<file path="src/rtl/waveform_capture.sv">
// Discriminator-triggered ADC capture: a circular pre-trigger buffer plus a post buffer,
// read out over a byte-wide UART handshake as a framed, timestamped record.
module waveform_capture #(
  parameter int ADC_WIDTH    = 12,
  parameter int PRE_SAMPLES  = 4,
  parameter int POST_SAMPLES = 12
) (
  input  logic                 clk,
  input  logic                 reset,
  input  logic [ADC_WIDTH-1:0] adc_data,
  input  logic                 adc_valid,
  input  logic                 disc_trig,
  input  logic                 byte_ready,
  output logic [7:0]           byte_to_send,
  output logic                 byte_en,
  output logic                 trig_out,
  output logic                 busy,
  output logic [7:0]           dropped
);

  localparam int PW = (PRE_SAMPLES > 1) ? $clog2(PRE_SAMPLES) : 1;
  localparam int QW = (POST_SAMPLES > 1) ? $clog2(POST_SAMPLES) : 1;
  localparam logic [PW-1:0] PRE_LAST  = PW'(PRE_SAMPLES - 1);
  localparam logic [QW-1:0] POST_LAST = QW'(POST_SAMPLES - 1);
  localparam logic [9:0]    LAST_IDX  = 10'(5 + 2 * (PRE_SAMPLES + POST_SAMPLES));
  localparam logic [9:0]    PRE_CNT   = 10'(PRE_SAMPLES);

  typedef enum logic [1:0] {S_FILL, S_ARMED, S_POST, S_READOUT} state_t;

  state_t          state_q, state_d;
  logic            sync1_q, sync1_d, sync2_q, sync2_d, edge_q, edge_d;
  logic [31:0]     cyc_q, cyc_d, ts_q, ts_d;
  logic [PW-1:0]   wptr_q, wptr_d, fill_cnt_q, fill_cnt_d, wptr_inc_s;
  logic [QW-1:0]   post_cnt_q, post_cnt_d;
  logic [9:0]      idx_q, idx_d;
  logic            need_low_q, need_low_d;
  logic            byte_en_q, byte_en_d, trig_out_q, trig_out_d, busy_q, busy_d;
  logic [7:0]      byte_q, byte_d, dropped_q, dropped_d;
  logic            trig_ev_s, pre_we_s, post_we_s;

  logic [ADC_WIDTH-1:0] pre_buf  [PRE_SAMPLES];
  logic [ADC_WIDTH-1:0] post_buf [POST_SAMPLES];

  logic [9:0]    rel_s, sidx_s;
  logic [PW:0]   psum_raw_s, psum_s;
  logic [QW-1:0] qidx_s;
  logic [15:0]   samp_s;
  logic [7:0]    cur_byte_s;

  assign trig_ev_s = sync2_q & ~edge_q;

  // Record byte for the current readout index; the oldest pre sample sits at the write pointer.
  always_comb begin
    rel_s      = idx_q - 10'd5;
    sidx_s     = {1'b0, rel_s[9:1]};
    psum_raw_s = {1'b0, wptr_q} + (PW+1)'(sidx_s);
    psum_s     = (psum_raw_s >= (PW+1)'(PRE_SAMPLES)) ? psum_raw_s - (PW+1)'(PRE_SAMPLES) : psum_raw_s;
    qidx_s     = QW'(sidx_s - PRE_CNT);
    if (sidx_s < PRE_CNT) begin
      samp_s = 16'(pre_buf[psum_s[PW-1:0]]);
    end else begin
      samp_s = 16'(post_buf[qidx_s]);
    end
    case (idx_q)
      10'd0:   cur_byte_s = 8'hA5;
      10'd1:   cur_byte_s = ts_q[31:24];
      10'd2:   cur_byte_s = ts_q[23:16];
      10'd3:   cur_byte_s = ts_q[15:8];
      10'd4:   cur_byte_s = ts_q[7:0];
      default: begin
        if (idx_q == LAST_IDX) begin
          cur_byte_s = 8'h5A;
        end else if (rel_s[0] == 1'b0) begin
          cur_byte_s = samp_s[15:8];
        end else begin
          cur_byte_s = samp_s[7:0];
        end
      end
    endcase
  end

  // Next-state logic for the capture FSM, trigger path, counters and byte handshake.
  always_comb begin
    state_d    = state_q;
    sync1_d    = disc_trig;
    sync2_d    = sync1_q;
    edge_d     = sync2_q;
    cyc_d      = cyc_q + 32'd1;
    ts_d       = ts_q;
    wptr_d     = wptr_q;
    fill_cnt_d = fill_cnt_q;
    post_cnt_d = post_cnt_q;
    idx_d      = idx_q;
    byte_d     = byte_q;
    byte_en_d  = 1'b0;
    trig_out_d = 1'b0;
    pre_we_s   = 1'b0;
    post_we_s  = 1'b0;
    need_low_d = byte_ready ? need_low_q : 1'b0;
    wptr_inc_s = (wptr_q == PRE_LAST) ? PW'(0) : wptr_q + PW'(1);

    if (trig_ev_s && (state_q != S_ARMED) && (dropped_q != 8'hFF)) begin
      dropped_d = dropped_q + 8'd1;
    end else begin
      dropped_d = dropped_q;
    end

    case (state_q)
      S_FILL: begin
        if (adc_valid) begin
          pre_we_s = 1'b1;
          wptr_d   = wptr_inc_s;
          if (fill_cnt_q == PRE_LAST) begin
            state_d    = S_ARMED;
            fill_cnt_d = PW'(0);
          end else begin
            fill_cnt_d = fill_cnt_q + PW'(1);
          end
        end else begin
          fill_cnt_d = fill_cnt_q;
        end
      end
      S_ARMED: begin
        // A sample arriving with the trigger edge still belongs to the pre-trigger history.
        if (adc_valid) begin
          pre_we_s = 1'b1;
          wptr_d   = wptr_inc_s;
        end else begin
          wptr_d = wptr_q;
        end
        if (trig_ev_s) begin
          ts_d       = cyc_q;
          trig_out_d = 1'b1;
          post_cnt_d = QW'(0);
          state_d    = S_POST;
        end else begin
          state_d = S_ARMED;
        end
      end
      S_POST: begin
        if (adc_valid) begin
          post_we_s = 1'b1;
          if (post_cnt_q == POST_LAST) begin
            post_cnt_d = QW'(0);
            idx_d      = 10'd0;
            state_d    = S_READOUT;
          end else begin
            post_cnt_d = post_cnt_q + QW'(1);
          end
        end else begin
          post_cnt_d = post_cnt_q;
        end
      end
      S_READOUT: begin
        // need_low forces a low-then-high on byte_ready between consecutive strobes.
        if (byte_ready && !need_low_q) begin
          byte_en_d  = 1'b1;
          byte_d     = cur_byte_s;
          need_low_d = 1'b1;
          if (idx_q == LAST_IDX) begin
            idx_d      = 10'd0;
            wptr_d     = PW'(0);
            fill_cnt_d = PW'(0);
            state_d    = S_FILL;
          end else begin
            idx_d = idx_q + 10'd1;
          end
        end else begin
          byte_en_d = 1'b0;
        end
      end
      default: state_d = S_FILL;
    endcase

    busy_d = (state_d == S_POST) || (state_d == S_READOUT);
  end

  // State and output registers with synchronous reset.
  always_ff @(posedge clk) begin
    if (reset) begin
      state_q    <= S_FILL;
      sync1_q    <= 1'b0;
      sync2_q    <= 1'b0;
      edge_q     <= 1'b0;
      cyc_q      <= 32'd0;
      ts_q       <= 32'd0;
      wptr_q     <= PW'(0);
      fill_cnt_q <= PW'(0);
      post_cnt_q <= QW'(0);
      idx_q      <= 10'd0;
      need_low_q <= 1'b0;
      byte_en_q  <= 1'b0;
      trig_out_q <= 1'b0;
      busy_q     <= 1'b0;
      byte_q     <= 8'h00;
      dropped_q  <= 8'h00;
    end else begin
      state_q    <= state_d;
      sync1_q    <= sync1_d;
      sync2_q    <= sync2_d;
      edge_q     <= edge_d;
      cyc_q      <= cyc_d;
      ts_q       <= ts_d;
      wptr_q     <= wptr_d;
      fill_cnt_q <= fill_cnt_d;
      post_cnt_q <= post_cnt_d;
      idx_q      <= idx_d;
      need_low_q <= need_low_d;
      byte_en_q  <= byte_en_d;
      trig_out_q <= trig_out_d;
      busy_q     <= busy_d;
      byte_q     <= byte_d;
      dropped_q  <= dropped_d;
    end
  end

  // Sample buffers carry no reset; stale contents are never read out.
  always_ff @(posedge clk) begin
    if (pre_we_s) begin
      pre_buf[wptr_q] <= adc_data;
    end
    if (post_we_s) begin
      post_buf[post_cnt_q] <= adc_data;
    end
  end

  assign byte_to_send = byte_q;
  assign byte_en      = byte_en_q;
  assign trig_out     = trig_out_q;
  assign busy         = busy_q;
  assign dropped      = dropped_q;

endmodule

</file>
<file path="config.mk">
export PLATFORM = sky130hd
export DESIGN_NAME = waveform_capture
export DESIGN_NICKNAME = d
export VERILOG_FILES = /design/src/rtl/waveform_capture.sv
export SDC_FILE = /design/constraint.sdc
export NUM_CORES = 1
export LEC_CHECK = 0
export CORE_MARGIN = 5
export CORE_UTILIZATION = 55
export DETAILED_ROUTE_END_ITERATION = 7
export GPL_TIMING_DRIVEN = 0
export HOLD_SLACK_MARGIN = 0.12
export PLACE_DENSITY = 0.75
export SLEW_MARGIN = 10
export SYNTH_ARGS = -nofsm -noshare
export SYNTH_HDL_FRONTEND = slang
export SYNTH_SLANG_ARGS = --single-unit
export TNS_END_PERCENT = 50
</file>
<file path="constraint.sdc">
create_clock -name clk -period 3.3 [get_ports clk]
set_input_delay 0.99 -clock clk [delete_from_list [all_inputs] [get_ports clk]]
set_output_delay 0.99 -clock clk [all_outputs]
set_load 0.01 [all_outputs]
</file>
======== Word level (Yosys, flattened, before mapping) ========
Memories as Yosys holds them, arrays and structs flattened.
Index checks and enable logic that the tools add are counted.
operators by class
  $add $sub $neg .......................... 10
  order comparisons ....................... 2
  eq/ne operators ......................... 22
  bitwise logic cells ..................... 4
  muxes and demuxes ....................... 42
  reduce and logical (&&, ||, !) cells .... 20
operator list
  kind                   number
  $mux 10                4
  $pmux 8 s5             1
  $add 32x1->32 const B  1
  $mux 2                 14
  $eq 10x2->1 const B    2
  $pmux 10 s2            1
  $mux 8                 2
  $eq 2x2->1 const B     6
  $mux 1                 12
  $mux 12                1
  $mux 4                 3
  $ne 2x2->1 const B     6
  $reduce_and 4->1       3
  $add 10x1->10 const B  1
  $eq 10x1->1 const B    1
  $eq 10x3->1 const B    1
  $eq 10x6->1 const B    1
  $logic_not 10->1       1
  $sub 10x3->10 const B  1
  $lt 9x3->1 const B     1
  $add 8x1->8 const B    1
  $ne 8x8->1 const B     1
  $pmux 2 s2             2
  $pmux 2 s4             1
  other kinds (20)       32
word-level totals
  logic and storage cells ................. 118
  bits in writable memories ............... 192
  flip-flop bits (word level) ............. 107
  output and inout bits ................... 19
  input bits .............................. 17
  memories ................................ 2
memories
  name      words  width  rd ports  clocked after memory_dff  write ports  line  text
  post_buf  12     12     1         0                         1            42    logic [ADC_WIDTH-1:0] post_buf [POST_SAMPLES];
  pre_buf   4      12     1         0                         1            41    logic [ADC_WIDTH-1:0] pre_buf [PRE_SAMPLES];

======== Logic depth before layout (Yosys ltp) ========
An unclocked memory read counts as a cell.
  word-level depth ........................ 9
  depth in mapped cells ................... 15
  mapped depth without buffers ............ 11

======== Worst setup path before layout ========
Ideal clock, no wire load.
  path type ............................... flip-flop to flip-flop
  start ................................... reg idx_q[0]
  end ..................................... reg byte_q[6], in the netlist byte_to_send[6]
  library setup time ...................... 0.117 ns
  buffers on the path ..................... 4
  period minus slack after synthesis ...... 3.386 ns
  cell stages (with the launch flop) ...... 13
  arrival ................................. 3.270 ns
  slack ................................... -0.086 ns
  required time ........................... 3.183 ns
  path through ............................ dfxtp_1 buf_6 inv_1 ha_1 buf_2 inv_2 buf_2 ha_1 clkbuf_1 mux4_2 a21oi_1 nand2_1 a22o_1
on the way
  longest elaborated chain between the ends .. 9
  elaborated cells on any way between the ends .. 19
  those cells by class .................... add/sub: 4; order compare: 2; eq/ne: 5; mux: 5; reduce/logical: 1; memory: 2
ends and longest elaborated chain
  item                                       line  text
  start, declared                            35    logic [9:0] idx_q, idx_d;
  start signal, assigned                     207   idx_q <= idx_d;
  $sub 10x3->10                              54    rel_s = idx_q - 10'd5;
  $add 2x3->3                                56    psum_raw_s = {1'b0, wptr_q} + (PW+1)'(sidx_s);
  $ge 3x3->1 or $sub 2x1->2 (tied branches)  57    psum_s = (psum_raw_s >= (PW+1)'(PRE_SAMPLES)) ? psum_raw_s - (PW+1)'(PRE_SAMPLES) : psum_raw_s;
  $mux 2                                     57
  $mem_v2 4x12                               --
  $mux 12                                    59    if (sidx_s < PRE_CNT) begin
  $mux 8                                     73    end else if (rel_s[0] == 1'b0) begin
  $mux 8                                     71    if (idx_q == LAST_IDX) begin
  $pmux 8 s5 (*)                             64    case (idx_q)
  end signal, assigned                       212   byte_q <= byte_d;
  end, declared                              38    logic [7:0] byte_q, byte_d, dropped_q, dropped_d;
Every way passes the cells marked *; elsewhere a longest branch is shown, timed or not.
A chain may end at the register's enable or synchronous reset.

======== Worst setup path in the final report ========
  start ................................... in byte_ready
  end ..................................... reg idx_q[9]
on the way
  longest elaborated chain between the ends .. 3
ends and longest elaborated chain
  item                               line  text
  start, declared                    13    input logic byte_ready,
  $logic_and 1x1->1                  156   if (byte_ready && !need_low_q) begin
  $ne 2x2->1 (no source line)        --
  $reduce_and 4->1 (no source line)  --
Every way passes these cells.

==> summary.md <==
| Metric | Value |
|---|---|
| Status | `completed` |
| Routability Congestion | `roughly 0.88` |
| Via count | `roughly 8100` |
| Top-area cell type share of the netlist area | `0.464` |
| Maxcap violations | `0` |
| Synthesized instance count | `948` |
| # H-tree levels | `1` |
| P&R area growth vs syn | `15.8%` |
| Final period util | `0.972` |
| Skew final | `roughly 38 ps` |
| Synth area leaders | `edfxtp_1 (46%), dfxtp_1 (17%), mux4_2 (7.1%)` |
| P per Cell Area | `around 560 nW/um^2` |
| Crit-path max FO | `6` |
| Yosys reg bits | `approximately 300` |
| Fraction of layout cells with a size suffix above 1 | `0.132` |
| Ys Warns | `0` |
| Most used DFF post-synth | `edfxtp_1` |
| Mapped Nets | `981` |
| Number of cell rows | `55` |
| CTS clk-pin slew, worst paths | `60 ps` |
| Synth area leader | `edfxtp_1` |
| CP Class | `primary input to register` |
| Rel. slew slack | `0.343` |
| Final WL | `around 29000 um` |
| Worst VDD drop | `between 400 and 500 uV` |
| Post-route ant nets | `0` |
| Post-synthesis async set-or-reset flop share | `0` |
| Diodes inserted | `0` |
| Avg Inst Size Synth | `between 10 and 15 um^2` |
| Final std cells w/o fill | `between 1000 and 1500` |
| Synth unique cells | `between 60 and 70` |
| Cts bufs inserted | `30` |
| Total gr overflow | `0` |
| Pin count of the biggest net entering global routing | `18` |
| TritonRoute pass-1 iters | `5` |
| Hold Path Class | `register to register` |
| I/O Buffers | `34` |
| Commonest cells after routing, fill and taps aside | `edfxtp_1 (192), nand2_1 (111), dfxtp_1 (106)` |
| Initial Utilization | `0.554` |
| Overall routing resource usage | `0.224` |
| Hold buffers post-CTS | `0` |
| First-pass GRT wire length | `approximately 45000 um` |
| Total Neg Setup Slack | `0 ps` |
| WP data arrival | `~3600 ps` |
| Crit path cell chain | `clkdlybuf4s50_1 > nor3b_1 > o22ai_1 > nor4_2 > nand3_1 > xor2_1 > nor2_1` |
| Post-DP HPWL | `19200 um` |
| Vias in the first global route | `7941` |
| Final setup violation count | `0` |
| Worst Tran Pin Value | `slightly below 1000 ps` |
| Layout filler cell count | `around 1700` |
| CP required | `3700 ps` |
| Leak | `0.00479 uW` |
| Dpl cells | `roughly 1300` |
| Peak Freq | `312 MHz` |
| DRC viols | `0` |
| Via density | `approximately 6.0` |
| Final min period | `3210 ps` |
| EDFF count, synth | `between 150 and 200` |
| Die area | `25700 um^2` |
| Final net count | `around 1100` |
| Final Hold Fails | `0` |
| Most common cell after layout, fill and taps aside | `edfxtp_1` |
| Wirelength per Cell | `about 22 um` |
| Mapped Area | `roughly 12000 um^2` |
| I/O pin count | `36` |
| Initial antenna violation count | `0` |
| Crit path capture type | `register` |
| Bufs on Longest Clock Path | `3` |
| Die Wd | `approximately 160 um` |
| Drt first-iter violations | `roughly 740` |
| Die Ht | `roughly 160 um` |
| Seq/Total Area, Yosys | `0.634` |
| Root buf cell | `clkbuf_16` |
| Slowest cell on the critical path | `nor3b_1` |
| Startpoint types | `primary input` |
| Sink Count | `roughly 300` |
| WHS | `about 450 ps` |
| CP peak stage delay | `720 ps` |
| Post-route worst setup slack | `between 90 and 100 ps` |
| Max-slew violation count | `0` |
| Dpl ws | `-637 ps` |
| Clock latency on the worst-skew pair | `between 500 and 600 ps` |
| Core area | `~22000 um^2` |
| CTS tree | `built` |
[what timing repair did]
item,in CTS,in global routing
setup buffers,2,13
gates cloned,0,1
endpoints found under the setup margin,8,8
pin swaps,1,3
gates resized for setup,17,11
[cells by family (layout without fill, tap and decap cells)]
logic type,count (synthesis),count (layout),share of synthesized area
and+or+nand+nor,318,318,0.123
DFF,298,298,0.634
AOI/OAI and AO/OA,148,148,0.0785
muxes,61,61,0.0909
buffers and inverters,60,163,0.0222
xor gates and xnor gates,47,47,0.0349
adders and majority gates,16,16,0.0161
[sequential cells by signal, summed over array words and instances, names as in the netlist, named ones only]
| register | cells |
|---|---|
| edge_d | 1 |
| trig_out | 1 |
| cyc_q | 32 |
| byte_en | 1 |
| edge_q | 1 |
| pre_buf | 48 |
| need_low_q | 1 |
| byte_to_send | 8 |
| fill_cnt_q | 2 |
| state_q | 1 |
| post_buf | 144 |
| idx_q | 10 |
| ts_q | 32 |
| dropped | 8 |
| wptr_q | 2 |
| post_cnt_q | 4 |
| sync1_q | 1 |
[through the flow]
step / area (um^2) / power (uW) / utilization
after global routing: 14400 / 8300 / 0.642
after CTS: 14300 / 8060 / 0.637
after global placement: 13100 / 4460 / 0.586
after detailed placement: 13100 / 4480 / 0.586
after floorplan: 12400 / 4330 / -
final: 14400 / 8050 / 0.642
[critical path: cells and delay by family]
kind / cells / cell delay (ps)
simple gates: 4 / 1500
buf+inv: 1 / 530
compound gates: 1 / 400
xor+xnor: 1 / 190
[final cells by class]
cell class / count / area [um^2] / area share
Clock buffer: 37 / 797 / 0.0553
Buffer: 44 / 248 / 0.0172
Multi-Input combinational cell: 590 / 4330 / 0.300
Tap cell: 285 / 357 / 0.0248
Timing Repair Buffer: 50 / 460 / 0.0320
Inverter: 15 / 72.6 / 0.00504
Sequential cell: 298 / 7890 / 0.548
Clock inverter: 17 / 256 / 0.0178
[report_power, final]
group	total, uW	internal [uW]	leakage, uW	switching [uW]
sequential	4060	4030	0.00259	29.4
combinational	376	154	0.00168	223
clock	3610	2180	0.000518	1420
[path summary, 6_finish.rpt]
check             slack [ps]                      endpoint             startpoint  cells past startpoint
setup reg to reg         150  byte_to_send[1]$_SDFFE_PP0P_  idx_q[0]$_SDFFE_PP0P_                     11
hold reg to reg          450             edge_d$_SDFF_PP0_     sync1_q$_SDFF_PP0_                      1
setup / recovery          90         idx_q[9]$_SDFFE_PP0P_             byte_ready                      7
hold / removal           450             edge_d$_SDFF_PP0_     sync1_q$_SDFF_PP0_                      1
[cell usage after synthesis, drive strengths merged (14+ instances only)]
library cell and count:
inv 14, dfxtp 106, nor2 72, a21oi 62
xor2 31, mux2i 20, nand3 32, clkbuf 29
ha 16, and3 16, and2 20, edfxtp 192
mux4 41, buf 16, o21ai 17, nand2 111
xnor2 16
[metal layers]
metal | up-vias | global-route usage | routed length, um
met5 | - | 0 | 0
met4 | 0 | 0.0661 | 736
met3 | 50 | 0.0344 | 1880
met2 | 299 | 0.380 | 14600
met1 | 4016 | 0.301 | 11900
li1 | 3698 | - | -
(Power assumes the default switching activity.)
